**config.mk**
```make
export PLATFORM = sky130hd
export DESIGN_NAME = descrambler_8
export DESIGN_NICKNAME = d
export VERILOG_FILES = /design/src/rtl/pcie_sym_pkg.sv /design/src/rtl/lfsr8_step.sv /design/src/rtl/descrambler_8.sv
export SDC_FILE = /design/constraint.sdc
export NUM_CORES = 1
export LEC_CHECK = 0
export CELL_PAD_IN_SITES_DETAIL_PLACEMENT = 0
export CELL_PAD_IN_SITES_GLOBAL_PLACEMENT = 1
export CORE_MARGIN = 4
export CORE_UTILIZATION = 35
export DETAILED_ROUTE_END_ITERATION = 8
export GPL_TIMING_DRIVEN = 0
export PLACE_DENSITY_LB_ADDON = 0.1
export REMOVE_ABC_BUFFERS = 1
export SLEW_MARGIN = 10
export SYNTH_ARGS = -nofsm -noshare
export SYNTH_HDL_FRONTEND = slang
export SYNTH_SLANG_ARGS = --single-unit
```
**constraint.sdc**
```tcl
create_clock -name pclk -period 2.2 [get_ports pclk]
set_clock_uncertainty 0.15 [all_clocks]
set_input_delay 0.66 -clock pclk [delete_from_list [all_inputs] [get_ports pclk]]
set_output_delay 0.66 -clock pclk [all_outputs]
set_load 0.02 [all_outputs]
```
**src/rtl/pcie_sym_pkg.sv**
```systemverilog
// ---------------------------------------------------------------------------
// pcie_sym_pkg
// Constants and types shared by the PCIe Gen1/2 RX descrambler and the TX
// scrambler. It holds the special symbol codes, the LFSR width and seed, the
// lock state encoding, and a helper that derives the per-symbol key from the
// LFSR.
// ---------------------------------------------------------------------------
package pcie_sym_pkg;

    // x^16 + x^5 + x^4 + x^3 + 1 scrambler polynomial width
    localparam int LFSR_W = 16;

    localparam logic [LFSR_W-1:0] LFSR_SEED_DEF = 16'hFFFF;
    localparam logic [7:0]        COM_SYM_DEF   = 8'hBC;   // K28.5
    localparam logic [7:0]        SKP_SYM_DEF   = 8'h1C;   // K28.0

    // Lock tracking: leaves UNLOCKED on the first COM and only returns on reset.
    typedef enum logic {
        ST_UNLOCKED = 1'b0,
        ST_LOCKED   = 1'b1
    } lock_state_t;

    // The key comes from the upper LFSR byte in reversed order.
    // key[0] = lfsr[15], ..., key[7] = lfsr[8].
    function automatic logic [7:0] key_from_hi(input logic [7:0] hi);
        logic [7:0] k;
        for (int i = 0; i < 8; i++) begin
            k[i] = hi[7-i];
        end
        return k;
    endfunction

endpackage

```
**src/rtl/lfsr8_step.sv**
```systemverilog
// ---------------------------------------------------------------------------
// lfsr8_step
// Purely combinational 8-bit-step advance of the PCIe Gen1/2 scrambler LFSR
// (x^16 + x^5 + x^4 + x^3 + 1). It is shared by the TX scrambler and the RX
// descrambler.
// Ports:
//   i_lfsr      - current LFSR value
//   o_lfsr_next - LFSR value after 8 serial shifts
//   o_key       - key byte for the current symbol (taken from i_lfsr)
// ---------------------------------------------------------------------------
module lfsr8_step
    import pcie_sym_pkg::*;
(
    input  logic [LFSR_W-1:0] i_lfsr,
    output logic [LFSR_W-1:0] o_lfsr_next,
    output logic [7:0]        o_key
);

    logic [LFSR_W-1:0] w_b;

    assign w_b = i_lfsr;

    // Closed form of eight Galois shifts with taps at bits 3, 4 and 5.
    assign o_lfsr_next[0]  = w_b[8];
    assign o_lfsr_next[1]  = w_b[9];
    assign o_lfsr_next[2]  = w_b[10];
    assign o_lfsr_next[3]  = w_b[8]  ^ w_b[11];
    assign o_lfsr_next[4]  = w_b[8]  ^ w_b[9]  ^ w_b[12];
    assign o_lfsr_next[5]  = w_b[8]  ^ w_b[9]  ^ w_b[10] ^ w_b[13];
    assign o_lfsr_next[6]  = w_b[9]  ^ w_b[10] ^ w_b[11] ^ w_b[14];
    assign o_lfsr_next[7]  = w_b[10] ^ w_b[11] ^ w_b[12] ^ w_b[15];
    assign o_lfsr_next[8]  = w_b[0]  ^ w_b[11] ^ w_b[12] ^ w_b[13];
    assign o_lfsr_next[9]  = w_b[1]  ^ w_b[12] ^ w_b[13] ^ w_b[14];
    assign o_lfsr_next[10] = w_b[2]  ^ w_b[13] ^ w_b[14] ^ w_b[15];
    assign o_lfsr_next[11] = w_b[3]  ^ w_b[14] ^ w_b[15];
    assign o_lfsr_next[12] = w_b[4]  ^ w_b[15];
    assign o_lfsr_next[13] = w_b[5];
    assign o_lfsr_next[14] = w_b[6];
    assign o_lfsr_next[15] = w_b[7];

    assign o_key = key_from_hi(w_b[15:8]);

endmodule

```
**src/rtl/descrambler_8.sv**
```systemverilog
// ---------------------------------------------------------------------------
// descrambler_8
// PCIe Gen1/2 receive descrambler for one 8-bit symbol per pclk. The output is
// registered with a latency of one cycle. A COM symbol reloads the LFSR seed
// and sets the lock flag. A SKP symbol leaves the LFSR unchanged. Every other
// symbol advances the LFSR. Only D symbols are XORed with the key, and this
// step is skipped while descr_bypass is high.
// Ports:
//   pclk         - clock, rising edge
//   reset        - synchronous active-high reset
//   in_valid     - in_data/in_k carry a symbol this cycle
//   in_data      - decoded symbol
//   in_k         - 1 = K character
//   descr_bypass - 1 = pass D symbols unmodified (the LFSR still runs)
//   out_valid    - out_data/out_k carry a processed symbol
//   out_data     - descrambled symbol
//   out_k        - registered in_k
//   locked       - 1 once a COM has been seen since reset (the FSM state)
//
// Handshake: there is no backpressure. in_valid qualifies a symbol for exactly
// one cycle. out_valid follows it one cycle later. While in_valid is low,
// out_data, out_k and locked hold their values.
// ---------------------------------------------------------------------------
module descrambler_8
    import pcie_sym_pkg::*;
#(
    parameter logic [LFSR_W-1:0] LFSR_SEED = LFSR_SEED_DEF,
    parameter logic [7:0]        COM_SYM   = COM_SYM_DEF,
    parameter logic [7:0]        SKP_SYM   = SKP_SYM_DEF
) (
    input  logic       pclk,
    input  logic       reset,
    input  logic       in_valid,
    input  logic [7:0] in_data,
    input  logic       in_k,
    input  logic       descr_bypass,
    output logic       out_valid,
    output logic [7:0] out_data,
    output logic       out_k,
    output logic       locked
);

    logic [LFSR_W-1:0] r_lfsr;
    lock_state_t       r_state;
    logic              r_out_valid;
    logic [7:0]        r_out_data;
    logic              r_out_k;

    logic [LFSR_W-1:0] w_lfsr_next;
    logic [7:0]        w_key;
    logic              w_is_com;
    logic              w_is_skp;

    lfsr8_step u_step (
        .i_lfsr      (r_lfsr),
        .o_lfsr_next (w_lfsr_next),
        .o_key       (w_key)
    );

    assign w_is_com = in_k && (in_data == COM_SYM);
    assign w_is_skp = in_k && (in_data == SKP_SYM);

    always_ff @(posedge pclk) begin
        if (reset) begin
            // A symbol presented during reset is dropped.
            r_lfsr      <= LFSR_SEED;
            r_state     <= ST_UNLOCKED;
            r_out_valid <= 1'b0;
            r_out_data  <= 8'h00;
            r_out_k     <= 1'b0;
        end else begin
            r_out_valid <= in_valid;
            if (in_valid) begin
                r_out_k <= in_k;
                if (w_is_com) begin
                    r_lfsr     <= LFSR_SEED;
                    r_state    <= ST_LOCKED;
                    r_out_data <= in_data;
                end else if (w_is_skp) begin
                    r_out_data <= in_data;
                end else begin
                    // The key comes from the LFSR value before the advance.
                    // Data is XORed even before lock; downstream gates on locked.
                    r_lfsr     <= w_lfsr_next;
                    r_out_data <= (in_k || descr_bypass) ? in_data : (in_data ^ w_key);
                end
            end
        end
    end

    assign out_valid = r_out_valid;
    assign out_data  = r_out_data;
    assign out_k     = r_out_k;
    assign locked    = (r_state == ST_LOCKED);

endmodule

```
Yosys cells after proc, flatten, opt, wreduce, memory -nomap -nowiden. Index checks and enable logic that the tools add are counted.

Bits in registers: 27. Output and inout bits: 11. Bits of input ports: 13. Logic and storage cells: 42.

Muxes and demuxes: 5. Reductions and logical operators: 5. Equality and inequality tests: 3. Bitwise logic cells: 24.

Operator list (count): 16-bit two-way mux (2); 8-bit two-way mux (3); 1-bit XOR (23); 8-bit by 5-bit == test with 1-bit output (second input constant) (1); 8-bit == test (second input constant) (1); 8-bit XOR (1); 2-bit AND reduction (2); 1-bit logical AND (2); 2-bit inequality test (second input constant) (1); 1-bit logical OR (1).

Depth between registers and ports, before layout.
Depth after elaboration: 5. Mapped depth: 6. Depth with buffers taken out: 4.

By module. A second synthesis with hierarchy kept.

Cell total of the unflattened synthesis: 170. Area, all modules: 1599.0 µm².

By module, submodules not included: descrambler_8 (times used 1, area each 1285.0 µm², cells an instance 133, sequential area each 540.5 µm²); lfsr8_step (times used 1, area each 314.1 µm², cells an instance 37, sequential area each 0.0 µm²).

Worst setup path before layout. Ideal clock, no wire load.

Kind: input to register. From: in in_data[6]. To: reg r_lfsr[9]. Stages on the path: 6. Arrival time: 1.925 ns. Setup slack: -0.005 ns. Setup time: 0.130 ns. Buffers on the path: 2. Path through: or3b_4 > or4_1 > buf_2 > buf_6 > a21oi_2 > o21ai_1.

Cells in the longest elaborated chain, start to end: 4.

RTL lines: start, declared (line descrambler_8.sv:34) `input logic [7:0] in_data,`; 8-bit == test or 8-bit by 5-bit == test with 1-bit output (tied branches) (line descrambler_8.sv:60, descrambler_8.sv:61); 1-bit logical AND, on equally long branches (line descrambler_8.sv:60, descrambler_8.sv:61); 2-bit inequality test (no line); 2-bit AND reduction (no line); end signal, assigned (line descrambler_8.sv:84) `r_lfsr <= w_lfsr_next;`; end, declared (line descrambler_8.sv:43) `logic [LFSR_W-1:0] r_lfsr;`.

Several ways; a longest one is shown, not always the timed one. A chain may end at the register's enable or synchronous reset.

Worst setup path after layout.
From: in in_data[7]. To: reg r_lfsr[0].

The elaborated chain is that of the path after synthesis.

==> impl_metrics.yaml <==
global_route:
  grt_max_degree: 40
  grtUsageTotal_pct: 13.9
  grt_pass1_vias: 1143
  grt-ovfl-total: 0
  grt_pass1_wl_um: 5750
  antenna_found_initial: 0
layout:
  syn2layout_area_growth_pct: 26.3
  diodes: 0
  stdcell_count: 223
  drive_gt1_share_pct: 20.0
  fin_area_um2: 1740
  final_nets: 189
  nFillCells: 394
  utilization_pct: 46.5
timing:
  hold_viol_final: 0
  maxSlewViolCount: 0
  setup_slack_ps: 39.7
  fin_crit_sh_pct: 98.2
  tightest_slew_ps: 881
  tns_ps: 0
  timing.hold.ws_ps: 309
  slew_headroom_pct: 41.3
  setup_viol: 0
  max_freq_mhz: 463
  layout_min_cycle_time_ps: 2160
  rsz0062_at_grt: "no"
synth:
  ys.warnings.count: 0
  synth_xor_area_share_pct: 18.4
  syn_inst: 160
  ys.flop_type: "dfxtp_1"
  synth.area.top_cells: "dfxtp_1 (39%), xor2_1 (9.5%), xnor2_1 (8.9%), a21oi_2 (6.4%), o21ai_1 (6.2%)"
  synth_seq_cells: 27
  synth_top_area_cell: "dfxtp_1"
  async_flop_share_pct: 0
  yosysMostFrequentCell: "dfxtp_1"
  synthSimpleGateAreaFrac_pct: 8.36
  synth_compound_area_share_pct: 27.1
  synth_top_family_by_area: "compound AO/OA/AOI/OAI gates"
  synthAdderAreaFrac_pct: 0
  synth_edf_count: 0
  synthMuxAreaShare_pct: 0.727
  synthesis.area_um2: 1380
  synthDistinctLibCells: 22
  synth.avg_cell_area_um2: 8.61
  seq_area_frac_synth_pct: 39.2
  yosysTopAreaCellShare_pct: 39.2
  yosys-top-cells-count: "dfxtp_1 (27), o21ai_1 (17), xor2_1 (15)"
power_and_ir_drop:
  powerDensity_nw_per_um2: 862
  p_total_mw: 1.50
  vdd_drop_max_v: 0.000364
  power.leakage_nw: 0.595
worst_setup_path:
  cp_max_fo: 8
  path_delay_family: "simple AND/OR/NAND/NOR gates"
  cp.required_ps: 2200
  crit_path_end_kind: "flop"
  cp_slowest_stage_delay_ps: 680
  path_cells: "clkdlybuf4s50_1, or4_4, o22ai_2, o21ai_1"
  cp_num_buf_inv: 1
  slowest_stage: "or4_4"
  cp-start-kind: "input port"
  cp.arrival_ps: 2160
  worstSetupPathType: "in2reg"
clocking:
  cts_tree: "yes"
  clock_path_buffers: 2
  cts_num_sinks: 27
  cts.htree.levels: 1
  cts_buffers: 3
  path_clk_slew_ps: 100
  ctsHoldBuffers: 0
  clk_latency_ps: 270
  cts_root_buffer: "clkbuf_8"
outcome:
  outcome: "complete, no violations"
placement:
  pre_cts_ws_ps: -870
  numPortBuffers: 23
  place_area_um2: 1590
  dpl.hpwl_um: 2110
  gp_congestion: 0.735
  dp_cells: 213
detailed_routing:
  vias_per_cell: 5.31
  drtAntennaViolNets: 0
  wl_per_cell_um: 15.3
  drt-initial-drc-count: 58
  drt-total-wl_um: 3410
  via_count: 1185
  first_pass_iters: 4
  remaining_drc_errors: 0
flow_run:
  cap_violations: 0
floorplan:
  fp.dieH_um: 70.7
  die_area_um2: 5000
  pin_count: 24
  core_um2: 3740
  initial_core_util_pct: 36.8
  die_w_um: 70.7
  num_rows: 22
min_path:
  min-delay-path-class: "reg2reg"
power breakdown:
group / internal [mW] / leakage [nW] / switching, mW
Combinational: 0.272 / 0.346 / 0.231
Clock: 0.127 / 0.0255 / 0.160
Sequential: 0.578 / 0.224 / 0.131
state kept, by name, summed over array words and instances, names as in the netlist:
register,count
out_k,1
r_lfsr,16
locked,1
out_data,8
out_valid,1
worst reg2reg max path, cell delays in order, from the launching register on:
cell,delay [ps]
dfxtp_1,530
xnor2_1,220
xnor2_1,120
a21oi_1,120
o21ai_1,80
timing repair:
action                                  4_1_cts  5_1_grt
endpoints found under the setup margin       16       15
endpoints found under the hold margin         0        0
pin swaps                                    15        3
resized for setup                            21        5
cloned                                        1        0
buffers inserted                              5        0
cell usage in the layout (no fill, tap or decap), types with 2 or more instances in the layout:
cell             netlist  final
dfxtp_1               27     27
o21ai_1               17     16
clkdlybuf4s50_1        0     15
xnor2_1               14     14
xor2_1                15     14
nor2_1                11     11
a21oi_2               10     10
a21oi_1                9      9
nand2_1                9      8
a211oi_1               8      8
o22ai_1               12      6
o22ai_2                0      6
dlygate4sd2_1          0      4
buf_4                  0      4
clkbuf_8               0      3
clkbuf_2               0      3
o311a_1                2      2
or4_4                  0      2
inv_1                  2      2
cells by family (layout without fill, tap and decap cells):
logic type / Yosys count / count (layout)
AND/OR/NAND/NOR: 25 / 26
AO/OA/AOI/OAI: 58 / 58
XOR/XNOR: 29 / 29
buffers and inverters: 20 / 34
multiplexers: 1 / 1
flip-flops: 27 / 27
area by class of cell:
class                      instances  area [µm²]  area share, %
clock inverter                     1        5.00          0.288
inverter                           2        7.51          0.431
multi-input combinational        114         831           47.7
tap                               48        60.1           3.45
clock buffer                       3        41.3           2.37
sequential                        27         541           31.1
timing repair buffer              28         255           14.7
metal layers:
| metal | vias to the layer above | part of all wire [%] | track usage, % |
|---|---|---|---|
| li1 | 587 | - | - |
| met1 | 559 | 50 | 20.3 |
| met2 | 35 | 43 | 21.1 |
| met3 | 4 | 6.1 | 2.56 |
| met4 | 0 | 0.79 | 3.76 |
| met5 | - | 0 | 0 |
final timing paths:
kind	start	end	slack, ps	cells after the start
max	in_data[7]	r_lfsr[0]$_SDFFE_PP1P_	40	4
max reg2reg	r_lfsr[10]$_SDFFE_PP1P_	r_lfsr[6]$_SDFFE_PP1P_	850	4
min	locked$_SDFFE_PP0P_	locked$_SDFFE_PP0P_	310	2
min reg2reg	locked$_SDFFE_PP0P_	locked$_SDFFE_PP0P_	310	2
Power figures use the tool's default switching activity.
